==> config.mk <==
export PLATFORM = sky130hd
export DESIGN_NAME = fadd_multicycle_flat
export DESIGN_NICKNAME = d
export VERILOG_FILES = /design/src/rtl/fadd_pkg.sv /design/src/rtl/fadd_multicycle_if.sv /design/src/rtl/fadd_multicycle_chunk.sv /design/src/rtl/fadd_multicycle.sv /design/src/flat_wrapper.sv
export SDC_FILE = /design/constraint.sdc
export NUM_CORES = 1
export LEC_CHECK = 0
export CAP_MARGIN = 25
export CORE_AREA = 5 5 105 107
export CTS_CLUSTER_SIZE = 30
export DETAILED_ROUTE_END_ITERATION = 16
export DIE_AREA = 0 0 110 112
export PLACE_DENSITY = 0.69
export SETUP_SLACK_MARGIN = 0.05
export SYNTH_ARGS = -nofsm -noshare
export SYNTH_HDL_FRONTEND = slang
export SYNTH_HIERARCHICAL = 1
export SYNTH_SLANG_ARGS = --single-unit
==> constraint.sdc <==
create_clock -name clk -period 6.55 [get_ports clk]
set_clock_uncertainty 0.15 [all_clocks]
set_input_delay 0.9825 -clock clk [delete_from_list [all_inputs] [get_ports clk]]
set_output_delay 0.9825 -clock clk [all_outputs]
set_load 0.02 [all_outputs]
==> src/rtl/fadd_pkg.sv <==
// Shared types and defaults for the multi-cycle chunked adder.
package fadd_pkg;

    typedef enum logic [1:0] {IDLE, BUSY, DONE} fadd_state_e;

    localparam int unsigned FADD_WIDTH = 32;
    localparam int unsigned FADD_CHUNK = 8;

    // Width of the chunk index counter; never narrower than one bit.
    function automatic int unsigned idx_bits(input int unsigned nchunk);
        return (nchunk > 1) ? $clog2(nchunk) : 1;
    endfunction

endpackage

==> src/rtl/fadd_multicycle_if.sv <==
// Operand/result handshake bundle for fadd_multicycle.
interface fadd_multicycle_if
    import fadd_pkg::*;
#(
    parameter int unsigned WIDTH = FADD_WIDTH
);

    logic             in_valid;
    logic             in_ready;
    logic [WIDTH-1:0] a;
    logic [WIDTH-1:0] b;
    logic             c_in;
    logic             out_valid;
    logic             out_ready;
    logic [WIDTH-1:0] sum;
    logic             c_out;
    logic             overflow;

    modport master (
        output in_valid, a, b, c_in, out_ready,
        input  in_ready, out_valid, sum, c_out, overflow
    );

    modport slave (
        input  in_valid, a, b, c_in, out_ready,
        output in_ready, out_valid, sum, c_out, overflow
    );

endinterface

==> src/rtl/fadd_multicycle_chunk.sv <==
// Combinational ripple of full-adder cells over one CHUNK-bit slice.
module fadd_chunk
    import fadd_pkg::*;
#(
    parameter int unsigned CHUNK = FADD_CHUNK
) (
    input  logic [CHUNK-1:0] a,
    input  logic [CHUNK-1:0] b,
    input  logic             c_in,
    output logic [CHUNK-1:0] sum,
    output logic             c_out,
    output logic             c_msb
);

    logic [CHUNK:0] carry;

    // Ripple the carry through CHUNK full-adder cells.
    always_comb begin
        carry    = '0;
        sum      = '0;
        carry[0] = c_in;
        for (int unsigned i = 0; i < CHUNK; i++) begin
            sum[i]       = a[i] ^ b[i] ^ carry[i];
            carry[i + 1] = (a[i] & b[i]) | (carry[i] & (a[i] ^ b[i]));
        end
    end

    assign c_out = carry[CHUNK];
    assign c_msb = carry[CHUNK - 1];

endmodule

==> src/rtl/fadd_multicycle.sv <==
// Multi-cycle adder: one CHUNK-bit slice per clock through a registered carry,
// behind valid/ready handshakes on both sides.
module fadd_multicycle
    import fadd_pkg::*;
#(
    parameter int unsigned WIDTH = FADD_WIDTH,
    parameter int unsigned CHUNK = FADD_CHUNK
) (
    input  logic               clk,
    input  logic               rst_n,
    fadd_multicycle_if.slave   bus
);

    localparam int unsigned      NCHUNK = WIDTH / CHUNK;
    localparam int unsigned      IDXW   = idx_bits(NCHUNK);
    localparam logic [IDXW-1:0]  LAST   = IDXW'(NCHUNK - 1);

    if ((CHUNK == 0) || (CHUNK > WIDTH) || ((WIDTH % CHUNK) != 0)) begin : g_param_check
        $error("fadd_multicycle: WIDTH must be a positive multiple of CHUNK");
    end

    fadd_state_e      state_q, state_d;
    logic [IDXW-1:0]  idx_q, idx_d;
    logic             carry_q, carry_d;
    logic [WIDTH-1:0] a_q, a_d;
    logic [WIDTH-1:0] b_q, b_d;
    logic [WIDTH-1:0] sum_q, sum_d;
    logic             c_out_q, c_out_d;
    logic             ovf_q, ovf_d;

    logic [CHUNK-1:0] op_a, op_b, ch_sum;
    logic             ch_cout, ch_cmsb;

    assign op_a = a_q[idx_q * CHUNK +: CHUNK];
    assign op_b = b_q[idx_q * CHUNK +: CHUNK];

    fadd_chunk #(.CHUNK(CHUNK)) u_chunk (
        .a     (op_a),
        .b     (op_b),
        .c_in  (carry_q),
        .sum   (ch_sum),
        .c_out (ch_cout),
        .c_msb (ch_cmsb)
    );

    // Handshake outputs depend on state (and reset) only.
    assign bus.in_ready  = rst_n && (state_q == IDLE);
    assign bus.out_valid = (state_q == DONE);
    assign bus.sum       = sum_q;
    assign bus.c_out     = c_out_q;
    assign bus.overflow  = ovf_q;

    // Next-state logic: accept operands, step one chunk per cycle, hold result.
    always_comb begin
        state_d = state_q;
        idx_d   = idx_q;
        carry_d = carry_q;
        a_d     = a_q;
        b_d     = b_q;
        sum_d   = sum_q;
        c_out_d = c_out_q;
        ovf_d   = ovf_q;
        case (state_q)
            IDLE: begin
                if (bus.in_valid) begin
                    a_d     = bus.a;
                    b_d     = bus.b;
                    carry_d = bus.c_in;
                    idx_d   = '0;
                    state_d = BUSY;
                end
            end
            BUSY: begin
                sum_d[idx_q * CHUNK +: CHUNK] = ch_sum;
                carry_d = ch_cout;
                if (idx_q == LAST) begin
                    c_out_d = ch_cout;
                    ovf_d   = ch_cout ^ ch_cmsb;
                    idx_d   = '0;
                    state_d = DONE;
                end else begin
                    idx_d = idx_q + 1'b1;
                end
            end
            DONE: begin
                if (bus.out_ready) begin
                    state_d = IDLE;
                end
            end
            default: state_d = IDLE;
        endcase
    end

    // State and datapath registers with synchronous active-low reset.
    always_ff @(posedge clk) begin
        if (!rst_n) begin
            state_q <= IDLE;
            idx_q   <= '0;
            carry_q <= 1'b0;
            a_q     <= '0;
            b_q     <= '0;
            sum_q   <= '0;
            c_out_q <= 1'b0;
            ovf_q   <= 1'b0;
        end else begin
            state_q <= state_d;
            idx_q   <= idx_d;
            carry_q <= carry_d;
            a_q     <= a_d;
            b_q     <= b_d;
            sum_q   <= sum_d;
            c_out_q <= c_out_d;
            ovf_q   <= ovf_d;
        end
    end

endmodule
==> src/flat_wrapper.sv <==
// flat-port wrapper written by rule: the top's interface ports become plain ports
module fadd_multicycle_flat import fadd_pkg::*;
#(
    parameter int unsigned WIDTH = FADD_WIDTH,
    parameter int unsigned CHUNK = FADD_CHUNK
)
  (clk, rst_n, bus_in_valid, bus_a, bus_b, bus_c_in, bus_out_ready, bus_in_ready, bus_out_valid, bus_sum, bus_c_out, bus_overflow);
  fadd_multicycle_if #(.WIDTH(WIDTH)) bus_i ();
  input  logic clk;
  input  logic rst_n;
  input wire logic [$bits(bus_i.in_valid)-1:0] bus_in_valid;
  input wire logic [$bits(bus_i.a)-1:0] bus_a;
  input wire logic [$bits(bus_i.b)-1:0] bus_b;
  input wire logic [$bits(bus_i.c_in)-1:0] bus_c_in;
  input wire logic [$bits(bus_i.out_ready)-1:0] bus_out_ready;
  output wire logic [$bits(bus_i.in_ready)-1:0] bus_in_ready;
  output wire logic [$bits(bus_i.out_valid)-1:0] bus_out_valid;
  output wire logic [$bits(bus_i.sum)-1:0] bus_sum;
  output wire logic [$bits(bus_i.c_out)-1:0] bus_c_out;
  output wire logic [$bits(bus_i.overflow)-1:0] bus_overflow;
  assign bus_i.in_valid = bus_in_valid;
  assign bus_i.a = bus_a;
  assign bus_i.b = bus_b;
  assign bus_i.c_in = bus_c_in;
  assign bus_i.out_ready = bus_out_ready;
  assign bus_in_ready = bus_i.in_ready;
  assign bus_out_valid = bus_i.out_valid;
  assign bus_sum = bus_i.sum;
  assign bus_c_out = bus_i.c_out;
  assign bus_overflow = bus_i.overflow;
  fadd_multicycle #(.WIDTH(WIDTH), .CHUNK(CHUNK)) u_core (.clk(clk), .rst_n(rst_n), .bus(bus_i));
endmodule
==> results of run 1 <==
kinds of logic after synthesis:
group | Yosys count
AND/OR/NAND/NOR | 176
adder cells (fa/ha/maj) | 13
buffers and inverters | 49
flip-flops | 103
XOR/XNOR | 1
multiplexers | 17
AO/OA/AOI/OAI | 106
power breakdown:
group / total [mW] / internal (mW) / leakage, nW / switching (mW)
clock network: 0.337 / 0.139 / 0.0736 / 0.199
logic: 0.189 / 0.0939 / 1.16 / 0.0955
registers: 0.673 / 0.654 / 0.841 / 0.0191
area by class of cell:
cell class,count,area [µm²]
Clock buffer,13,139
Clock inverter,3,20.0
Fill cell,917,4460
Inverter,17,63.8
Multi-Input combinational cell,313,2020
Sequential cell,103,2060
Tap cell,136,170
Timing Repair Buffer,110,1120
sequential cells by signal, summed over array words and instances (netlist names):
signal               flops
u_core/a_q              32
u_core/b_q              32
u_core/bus.c_out         1
u_core/bus.overflow      1
u_core/bus.sum          32
u_core/carry_q           1
u_core/idx_q             2
u_core/state_q           2
worst max-delay path: stages (launching register included):
cell and delay, ns:
dfxtp_1 0.90, mux4_2 0.43, fa_1 0.42, inv_1 0.08, fa_1 0.16, inv_1 0.05
fa_1 0.38, fa_1 0.39, fa_1 0.39, fa_1 0.36, inv_1 0.08, fa_1 0.15
inv_1 0.07, fa_1 0.55, nand2_1 0.08, o22ai_1 0.19
path summary, 6_finish.rpt:
| check | to | cells after the start | startpoint |
|---|---|---|---|
| setup / recovery | u_core/bus.sum[31] | 15 | u_core/idx_q[1] |
| hold / removal | u_core/a_q[24] | 2 | u_core/a_q[24] |
| setup reg to reg | u_core/bus.sum[31] | 15 | u_core/idx_q[1] |
| hold reg to reg | u_core/a_q[24] | 2 | u_core/a_q[24] |
per-stage QoR:
stage               std cells  total power, mW  worst slack, ns  hold WS (ns)
detailed placement        678            0.875             1.36         0.294
finish                    695             1.20             1.63         0.308
global route              695             1.26             1.40         0.326
global placement          677            0.870             1.44         0.290
CTS                       694             1.21             1.35         0.309
floorplan                 465            0.804             1.90         0.283
cell usage in the layout, fill, tap and decap left out, types with 2 or more instances in the layout:
master / count
a21oi_1: 65
a21oi_2: 2
a22o_1: 16
a22oi_1: 2
and3b_1: 2
buf_4: 4
clkbuf_1: 4
clkbuf_8: 9
clkdlybuf4s50_1: 104
clkinvlp_4: 2
dfxtp_1: 103
fa_1: 8
ha_1: 5
inv_1: 16
mux4_2: 16
nand2_1: 155
nor2_1: 8
nor2b_1: 2
o22ai_1: 17
routing by layer:
layer | part of all wire [%] | up-vias
li1 | - | 1750
met1 | 46 | 1615
met2 | 47 | 97
met3 | 5.7 | 11
met4 | 1.2 | 0
met5 | 0 | -
==> summary.md, run 1 <==
| Metric | Value |
|---|---|
| Status | `complete, no violations` |
| GR Util met3 | `3.13%` |
| Final Hold Violating Endpoints | `0` |
| Final net count | `636` |
| H-tree depth | `3` |
| Pre-antenna DRT Iters | `4` |
| Fmax | `203 MHz` |
| Design Area, Final | `5590 µm²` |
| Num rows | `37` |
| Hold Path Class | `reg -> reg` |
| Via density | `5.00` |
| Commonest cells post-synth | `155 x nand2_1, 103 x dfxtp_1, 65 x a21oi_1` |
| Max VDD drop | `91.8 µV` |
| Final setup viols | `0` |
| Util after Layout | `55.6%` |
| Seq/Total Area, Yosys | `47.1%` |
| CTS tree | `done` |
| Instance area at placement | `5400 µm²` |
| Worst skew pair latency | `0.35 ns` |
| Main combinational cell family by area after synthesis | `simple AND/OR/NAND/NOR gates` |
| Final period util | `75.1%` |
| Number of flops mapped to enable cells by yosys | `0` |
| Minimum clock period | `4.92 ns` |
| Slew headroom | `36.0%` |
| Mapped Cells | `465` |
| Routed Antenna Nets | `0` |
| Multiplexer area fraction after synthesis | `8.47%` |
| Gr busiest metal | `met2` |
| Xor and xnor area share after synthesis | `0.200%` |
| Core Area | `10,000 µm²` |
| Slew Viols, Final | `0` |
| Total grt overflow | `0` |
| Setup_tns | `0 ns` |
| Async S/R FF share, synth | `0%` |
| Predominant post-synthesis flop cell | `dfxtp_1` |
| Port bufs | `104` |
| CP arrival | `5.04 ns` |
| CTS Hold Buffers Added | `0` |
| Global-route wire length before repair | `17,300 µm` |
| 1st-iter DRT viols | `198` |
| Post-Syn Area | `4370 µm²` |
| Layout cells sized above 1 | `7.87%` |
| GRT Total Usage | `17.7%` |
| CTS Buf Count | `9` |
| Resize count post-CTS | `0` |
| MaxCap Viol Count | `0` |
| Setup Buffers After CTS | `0` |
| Worst R2R Setup Slack | `1.63 ns` |
| Die area | `12,300 µm²` |
| Area leader, netlist | `dfxtp_1` |
| Most frequent cell after synthesis | `nand2_1` |
| Post-DP HPWL | `8130 µm` |
| Yosys warning total | `6` |
| Clock buffer depth | `2` |
| Ports | `105` |
| Vias in the first global route | `3,500` |
| Met2 Usage GRT | `28.3%` |
| Synthesis-stage register bit count | `103` |
| CP max FO | `20` |
| Placer Congestion | `0.851` |
| Critical path class | `reg -> reg` |
| Clock sinks | `103` |
| Initial Utilization | `43.5%` |
| Unrepaired setup endpoints after global routing | `no` |
| WL per Instance | `15.2 µm` |
| Mean area per synthesized cell | `9.41 µm²` |
| Die Ht | `112 µm` |
| Post-Synth Adder-Cell Area | `5.09%` |
| CP required | `6.67 ns` |
| Post-detailed-route DRC marker count | `0` |
| Netlist cell types | `36` |
| Area fraction in compound gates after synthesis | `14.5%` |
| Grt met1 use | `24.5%` |
| P&R area growth vs syn | `27.8%` |
| Dominant cells by area after synthesis | `dfxtp_1 47%, nand2_1 13%, mux4_2 8.2%` |
| Leak | `2.08 nW` |
| Largest net degree at the start of global routing | `65` |
| Die W | `110 µm` |
| Worst-margin pin slew | `0.956 ns` |
| Vias | `3,473` |
| Root buffer cell | `clkbuf_8` |
| Startpoint types | `flip-flop` |
| Reg clk slew, reported paths | `0.09 ns` |
| Drt total wl | `10,500 µm` |
| Initial antenna violation count | `0` |
| Pwr dens | `215 nW/µm²` |
| Share of the synthesized area in the top cell type | `47.1%` |
| # diodes | `0` |
| Critical Path Sink Type | `flip-flop` |
| Syn_nets | `547` |
| Post-Synth Simple-Gate Area | `17.7%` |
Power figures use the tool's default switching activity.
==> inputs of run 2 (changes only) <==
==> constraint.sdc (replaced) <==
create_clock -name clk -period 4.65 [get_ports clk]
set_clock_uncertainty 0.15 [all_clocks]
set_input_delay 0.6975 -clock clk [delete_from_list [all_inputs] [get_ports clk]]
set_output_delay 0.6975 -clock clk [all_outputs]
set_load 0.02 [all_outputs]
==> run 2 against run 1 <==
  * Cell area increased by 0.47%
  * Setup slack got worse by 1.4 ns
  * Sequential share of layout area decreased by 0.11 points
  * Critical endpoint unchanged
  * Largest cell class unchanged
==> summary.md, run 2 (synthesis gave the netlist of run 1 again) <==
| Metric | Value |
|---|---|
| Vias | `3,506 (was 3,473)` |
| Layout cells sized above 1 | `9.27% (was 7.87%)` |
| Pwr dens | `305 nW/µm² (was 215 nW/µm²)` |
| Root buffer cell | `clkbuf_8 (unchanged)` |
| Net Sw Frac | `26.4% (was 26.1%)` |
| Clock sinks | `103 (unchanged)` |
| Met2 Usage GRT | `27.6% (was 28.3%)` |
| Unrepaired setup endpoints after global routing | `no (unchanged)` |
| Critical path class | `reg -> reg (unchanged)` |
| WL per Instance | `15.1 µm (was 15.2 µm)` |
| Final net count | `639 (was 636)` |
| Core Area | `10,000 µm² (unchanged)` |
| Ports | `105 (unchanged)` |
| Most frequent cells in the layout | `155 x nand2_1, 104 x clkdlybuf4s50_1, 102 x dfxtp_1, 65 x a21oi_1, 17 x o22ai_1 (was 155 x nand2_1, 104 x clkdlybuf4s50_1, 103 x dfxtp_1, 65 x a21oi_1, 17 x o22ai_1)` |
| Clock Power Share | `29.2% (was 28.1%)` |
| Minimum clock period | `4.39 ns (was 4.92 ns)` |
| Setup Buffers After CTS | `0 (unchanged)` |
| P&R area growth vs syn | `28.4% (was 27.8%)` |
| Grt met1 use | `24.7% (was 24.5%)` |
| Post-detailed-route DRC marker count | `0 (unchanged)` |
| Leak | `2.09 nW (was 2.08 nW)` |
| CP cell instances | `mux4_2, fa_1, inv_1, fa_1, inv_1, fa_1, fa_1, fa_2, fa_1, inv_1, fa_1, inv_1, fa_2, nand2_1, o22ai_1 (was mux4_2, fa_1, inv_1, fa_1, inv_1, fa_1, fa_1, fa_1, fa_1, inv_1, fa_1, inv_1, fa_1, nand2_1, o22ai_1)` |
| Worst skew pair latency | `0.37 ns (was 0.35 ns)` |
| Drt total wl | `10,600 µm (was 10,500 µm)` |
| Global-route wire length before repair | `17,400 µm (was 17,300 µm)` |
| Util after Layout | `55.9% (was 55.6%)` |
| Final Hold Violating Endpoints | `0 (unchanged)` |
| CTS Hold Buffers Added | `0 (unchanged)` |
| Flop pwr share | `55.2% (was 56.1%)` |
| Slew headroom | `61.9% (was 36.0%)` |
| Final period util | `94.4% (was 75.1%)` |
| Internal Power | `1.26 mW (was 0.886 mW)` |
| Fmax | `228 MHz (was 203 MHz)` |
| Startpoint types | `flip-flop (unchanged)` |
| Setup_tns | `0 ns (unchanged)` |
| Psw | `0.453 mW (was 0.313 mW)` |
| Critical Path Sink Type | `flip-flop (unchanged)` |
| Initial antenna violation count | `0 (unchanged)` |
| Num rows | `37 (unchanged)` |
| Total grt overflow | `0 (unchanged)` |
| Max stage delay on crit path | `0.55 ns (was 0.90 ns)` |
| Placer Congestion | `0.804 (was 0.851)` |
| Worst path slowest cell | `fa_2 (was dfxtp_1)` |
| Die Ht | `112 µm (unchanged)` |
| CP arrival | `4.54 ns (was 5.04 ns)` |
| Gr busiest metal | `met2 (unchanged)` |
| CTS tree | `done (unchanged)` |
| Crit Reg-Reg Startpoint | `u_core/idx_q[0] (was u_core/idx_q[1])` |
| Largest net degree at the start of global routing | `49 (was 65)` |
| Pre-antenna DRT Iters | `7 (was 4)` |
| # diodes | `0 (unchanged)` |
| Initial Utilization | `43.5% (unchanged)` |
| Combinational share of power | `15.6% (was 15.8%)` |
| Post-DP HPWL | `8250 µm (was 8130 µm)` |
| CP bufs+invs | `4 (unchanged)` |
| CP required | `4.80 ns (was 6.67 ns)` |
| GR Util met3 | `3.36% (was 3.13%)` |
| MaxCap Viol Count | `0 (unchanged)` |
| Die W | `110 µm (unchanged)` |
| Die area | `12,300 µm² (unchanged)` |
| Status | `complete, no violations (unchanged)` |
| CP max FO | `4 (was 20)` |
| Worst Setup SP | `u_core/idx_q[0] (was u_core/idx_q[1])` |
| Final setup viols | `0 (unchanged)` |
| CTS Buf Count | `9 (unchanged)` |
| Hold Path Class | `reg -> reg (unchanged)` |
| GRT Total Usage | `17.8% (was 17.7%)` |
| Via density | `5.03 (was 5.00)` |
| Slew Viols, Final | `0 (unchanged)` |
| 1st-iter DRT viols | `187 (was 198)` |
| Resize count post-CTS | `0 (unchanged)` |
| Max VDD drop | `135 µV (was 91.8 µV)` |
| Clock buffer depth | `2 (unchanged)` |
| Worst-margin pin slew | `0.572 ns (was 0.956 ns)` |
| Top cell by count, worst path | `fa_1 (unchanged)` |
| Routed Antenna Nets | `0 (unchanged)` |
| Vias in the first global route | `3,494 (was 3,500)` |
| Hold Path Origin | `u_core/b_q[26] (was u_core/a_q[24])` |
| Reg clk slew, reported paths | `0.10 ns (was 0.09 ns)` |
| CP top delay family | `adder cells (unchanged)` |
| H-tree depth | `3 (unchanged)` |
| Port bufs | `104 (unchanged)` |
| Commonest non-fill, non-tap cell in the layout | `nand2_1 (unchanged)` |
-- run 2: power groups by stage --
stage / clock (mW) / sequential [mW] / combinational (mW)
after CTS: 0.514 / 0.947 / 0.269
after global placement: 0 / 0.966 / 0.261
after detailed placement: 0 / 0.967 / 0.268
final: 0.500 / 0.947 / 0.268
after floorplan: 0 / 0.961 / 0.173
after global routing: 0.552 / 0.952 / 0.297
-- run 2: layout make-up --
class	count	area, µm²
clock buffers	11	141
clock inverters	4	32.5
fillers	911	4430
inverters	17	63.8
multi-input cells	313	2020
flip-flops and latches	103	2070
well taps	136	170
repair buffers	113	1120
-- run 2: path summary, 6_finish.rpt --
| path | endpoint | slack [ns] | cells after the start |
|---|---|---|---|
| setup / recovery | u_core/bus.sum[31] | 0.26 | 15 |
| hold / removal | u_core/b_q[26] | 0.31 | 2 |
| setup reg to reg | u_core/bus.sum[31] | 0.26 | 15 |
| hold reg to reg | u_core/b_q[26] | 0.31 | 2 |
-- run 2: layer usage --
layer	part of all wire [%]	routed length (µm)
met5	0	0
met4	1.4	153
met3	6.6	697
met2	47	4940
met1	45	4770
-- run 2: metrics by stage --
step                total power, mW  setup slack [ns]  hold WS [ns]  instances  area [µm²]
finish                         1.71             0.259         0.308        697        5620
global route                   1.80            0.0562         0.323        697        5620
CTS                            1.73             0.137         0.307        697        5610
detailed placement             1.24             0.148         0.295        682        5430
global placement               1.23             0.198         0.292        681        5410
floorplan                      1.13            0.0800         0.283        465        4380
-- run 2: worst reg2reg max path: stages (launching register included) --
cell and delay (ns):
dfxtp_4 0.38, mux4_2 0.52, fa_1 0.42, inv_1 0.07
fa_1 0.16, inv_1 0.06, fa_1 0.38, fa_1 0.40
fa_2 0.35, fa_1 0.36, inv_1 0.07, fa_1 0.15
inv_1 0.07, fa_2 0.55, nand2_1 0.07, o22ai_1 0.15
==> inputs of run 3 (changes only) <==
==> constraint.sdc (replaced) <==
create_clock -name clk -period 4.65 [get_ports clk]
set_clock_uncertainty 0.15 [all_clocks]
set_input_delay 0.6975 -clock clk [delete_from_list [all_inputs] [get_ports clk]]
set_output_delay 0.6975 -clock clk [all_outputs]
set_load 0.1 [all_outputs]
==> run 3 against run 2 <==
  * Sequential power about the same
  * Highest routed layer unchanged
  * Via count increased by 1.8%
  * Critical path depth unchanged
==> summary.md, run 3 (synthesis gave the netlist of run 1 again) <==
| Metric | Value |
|---|---|
| Startpoint types | `flip-flop (unchanged)` |
| Most frequent cells in the layout | `155 x nand2_1, 103 x clkdlybuf4s50_1, 102 x dfxtp_1, 65 x a21oi_1, 17 x o22ai_1 (was 155 x nand2_1, 104 x clkdlybuf4s50_1, 102 x dfxtp_1, 65 x a21oi_1, 17 x o22ai_1)` |
| Slew headroom | `33.6% (was 61.9%)` |
| Worst-margin pin slew | `0.992 ns (was 0.572 ns)` |
| CP arrival | `4.53 ns (was 4.54 ns)` |
| Hold Path Class | `reg -> reg (unchanged)` |
| H-tree depth | `3 (unchanged)` |
| Unrepaired setup endpoints after global routing | `no (unchanged)` |
| Hold Path Origin | `u_core/b_q[0] (was u_core/b_q[26])` |
| Die area | `12,300 µm² (unchanged)` |
| GRT Total Usage | `17.9% (was 17.8%)` |
| CTS Hold Buffers Added | `0 (unchanged)` |
| Routed Antenna Nets | `0 (unchanged)` |
| Post-detailed-route DRC marker count | `0 (unchanged)` |
| Vias in the first global route | `3,494 (unchanged)` |
| Final net count | `639 (unchanged)` |
| Root buffer cell | `clkbuf_8 (unchanged)` |
| Pre-antenna DRT Iters | `4 (was 7)` |
| Fill cell count | `906 (was 911)` |
| Crit Reg-Reg Startpoint | `u_core/idx_q[0] (unchanged)` |
| Flop pwr share | `51.8% (was 55.2%)` |
| Worst Setup SP | `u_core/idx_q[0] (unchanged)` |
| # diodes | `0 (unchanged)` |
| Worst path slowest cell | `fa_2 (unchanged)` |
| Leak | `2.11 nW (was 2.09 nW)` |
| Final setup viols | `0 (unchanged)` |
| CP required | `4.79 ns (was 4.80 ns)` |
| WL per Instance | `15.4 µm (was 15.1 µm)` |
| Final Hold Violating Endpoints | `0 (unchanged)` |
| Critical path class | `reg -> reg (unchanged)` |
| CTS Buf Count | `9 (unchanged)` |
| Pwr dens | `323 nW/µm² (was 305 nW/µm²)` |
| Placer Congestion | `0.815 (was 0.804)` |
| Resize count post-CTS | `0 (unchanged)` |
| Minimum clock period | `4.39 ns (about the same)` |
| Top cell by count, worst path | `fa_1 (unchanged)` |
| MaxCap Viol Count | `0 (unchanged)` |
| Max VDD drop | `181 µV (was 135 µV)` |
| Max stage delay on crit path | `0.55 ns (about the same)` |
| Psw | `0.476 mW (was 0.453 mW)` |
| Setup_tns | `0 ns (unchanged)` |
| CP cell instances | `mux4_2, fa_1, inv_1, fa_1, inv_1, fa_2, fa_2, fa_1, fa_1, inv_1, fa_1, inv_1, fa_2, nand2_1, o22ai_1 (was mux4_2, fa_1, inv_1, fa_1, inv_1, fa_1, fa_1, fa_2, fa_1, inv_1, fa_1, inv_1, fa_2, nand2_1, o22ai_1)` |
| Status | `complete, no violations (unchanged)` |
| Clock Power Share | `32.1% (was 29.2%)` |
| Via density | `5.12 (was 5.03)` |
| Ports | `105 (unchanged)` |
| Die Ht | `112 µm (unchanged)` |
| Internal Power | `1.35 mW (was 1.26 mW)` |
| Slew Viols, Final | `0 (unchanged)` |
| Initial Utilization | `43.5% (unchanged)` |
| Clock sinks | `103 (unchanged)` |
| Clock buffer depth | `2 (unchanged)` |
| Final period util | `94.5% (was 94.4%)` |
| Combinational share of power | `16.1% (was 15.6%)` |
| Fmax | `228 MHz (about the same)` |
| Largest net degree at the start of global routing | `41 (was 49)` |
| Post-DP HPWL | `8290 µm (was 8250 µm)` |
| Layout cells sized above 1 | `9.80% (was 9.27%)` |
| Initial antenna violation count | `0 (unchanged)` |
| Core Area | `10,000 µm² (unchanged)` |
| Critical Path Sink Type | `flip-flop (unchanged)` |
| Reg clk slew, reported paths | `0.09 ns (was 0.10 ns)` |
| CP max FO | `4 (unchanged)` |
| Net Sw Frac | `26.0% (was 26.4%)` |
| Port bufs | `104 (unchanged)` |
| Global-route wire length before repair | `17,400 µm (about the same)` |
| Vias | `3,569 (was 3,506)` |
| P&R area growth vs syn | `29.2% (was 28.4%)` |
| Total grt overflow | `0 (unchanged)` |
| CTS tree | `done (unchanged)` |
| Worst skew pair latency | `0.36 ns (was 0.37 ns)` |
| Setup Buffers After CTS | `0 (unchanged)` |
| Commonest non-fill, non-tap cell in the layout | `nand2_1 (unchanged)` |
| Drt total wl | `10,800 µm (was 10,600 µm)` |
| Die W | `110 µm (unchanged)` |
| Final WS setup | `0.257 ns (was 0.259 ns)` |
| Num rows | `37 (unchanged)` |
| 1st-iter DRT viols | `133 (was 187)` |
| Dpl ws | `0.0866 ns (was 0.148 ns)` |
run 3: cell type report:
cell class | instances | area, µm² | area share (%)
clock buffers | 9 | 124 | 2.19
well taps | 136 | 170 | 3.01
repair buffers | 113 | 1120 | 19.8
multi-input cells | 313 | 2020 | 35.8
clock inverters | 6 | 86.3 | 1.53
flip-flops and latches | 103 | 2070 | 36.6
inverters | 17 | 63.8 | 1.13
run 3: path summary, 6_finish.rpt:
kind | end | slack [ns] | depth (start not counted)
worst max-delay path | u_core/bus.sum[31] | 0.26 | 15
worst min-delay path | u_core/b_q[0] | 0.31 | 2
worst max register to register | u_core/bus.sum[31] | 0.26 | 15
worst min register to register | u_core/b_q[0] | 0.31 | 2
run 3: worst max-delay path, delay by kind of cell, from the launching register on:
kind,cells,cell delay [ns]
mux,1,0.53
fa+ha+maj,8,2.75
buf+inv,4,0.29
simple gates,1,0.07
flops,1,0.38
compound gates,1,0.15
run 3: power by group through the flow:
stage / logic [mW] / registers [mW] / clock network [mW]
after detailed placement: 0.292 / 0.968 / 0
final: 0.294 / 0.948 / 0.587
after global placement: 0.285 / 0.966 / 0
after global routing: 0.321 / 0.953 / 0.642
after CTS: 0.293 / 0.947 / 0.602
after floorplan: 0.177 / 0.981 / 0
run 3: per-layer routing:
layer | GRT usage (%) | part of all wire [%]
met1 | 25.0 | 44
met2 | 28.4 | 48
met3 | 2.90 | 6.5
met4 | 5.40 | 1.8
met5 | 0 | 0
run 3: stage by stage:
| step | total power [mW] | cell area (µm²) | hold WS [ns] | instances | util, % |
|---|---|---|---|---|---|
| global placement | 1.25 | 5410 | 0.291 | 681 | 53.9 |
| floorplan | 1.16 | 4380 | 0.283 | 465 | - |
| finish | 1.83 | 5650 | 0.310 | 697 | 56.3 |
| detailed placement | 1.26 | 5430 | 0.300 | 682 | 54.1 |
| CTS | 1.84 | 5640 | 0.312 | 697 | 56.1 |
| global route | 1.92 | 5650 | 0.325 | 697 | 56.3 |
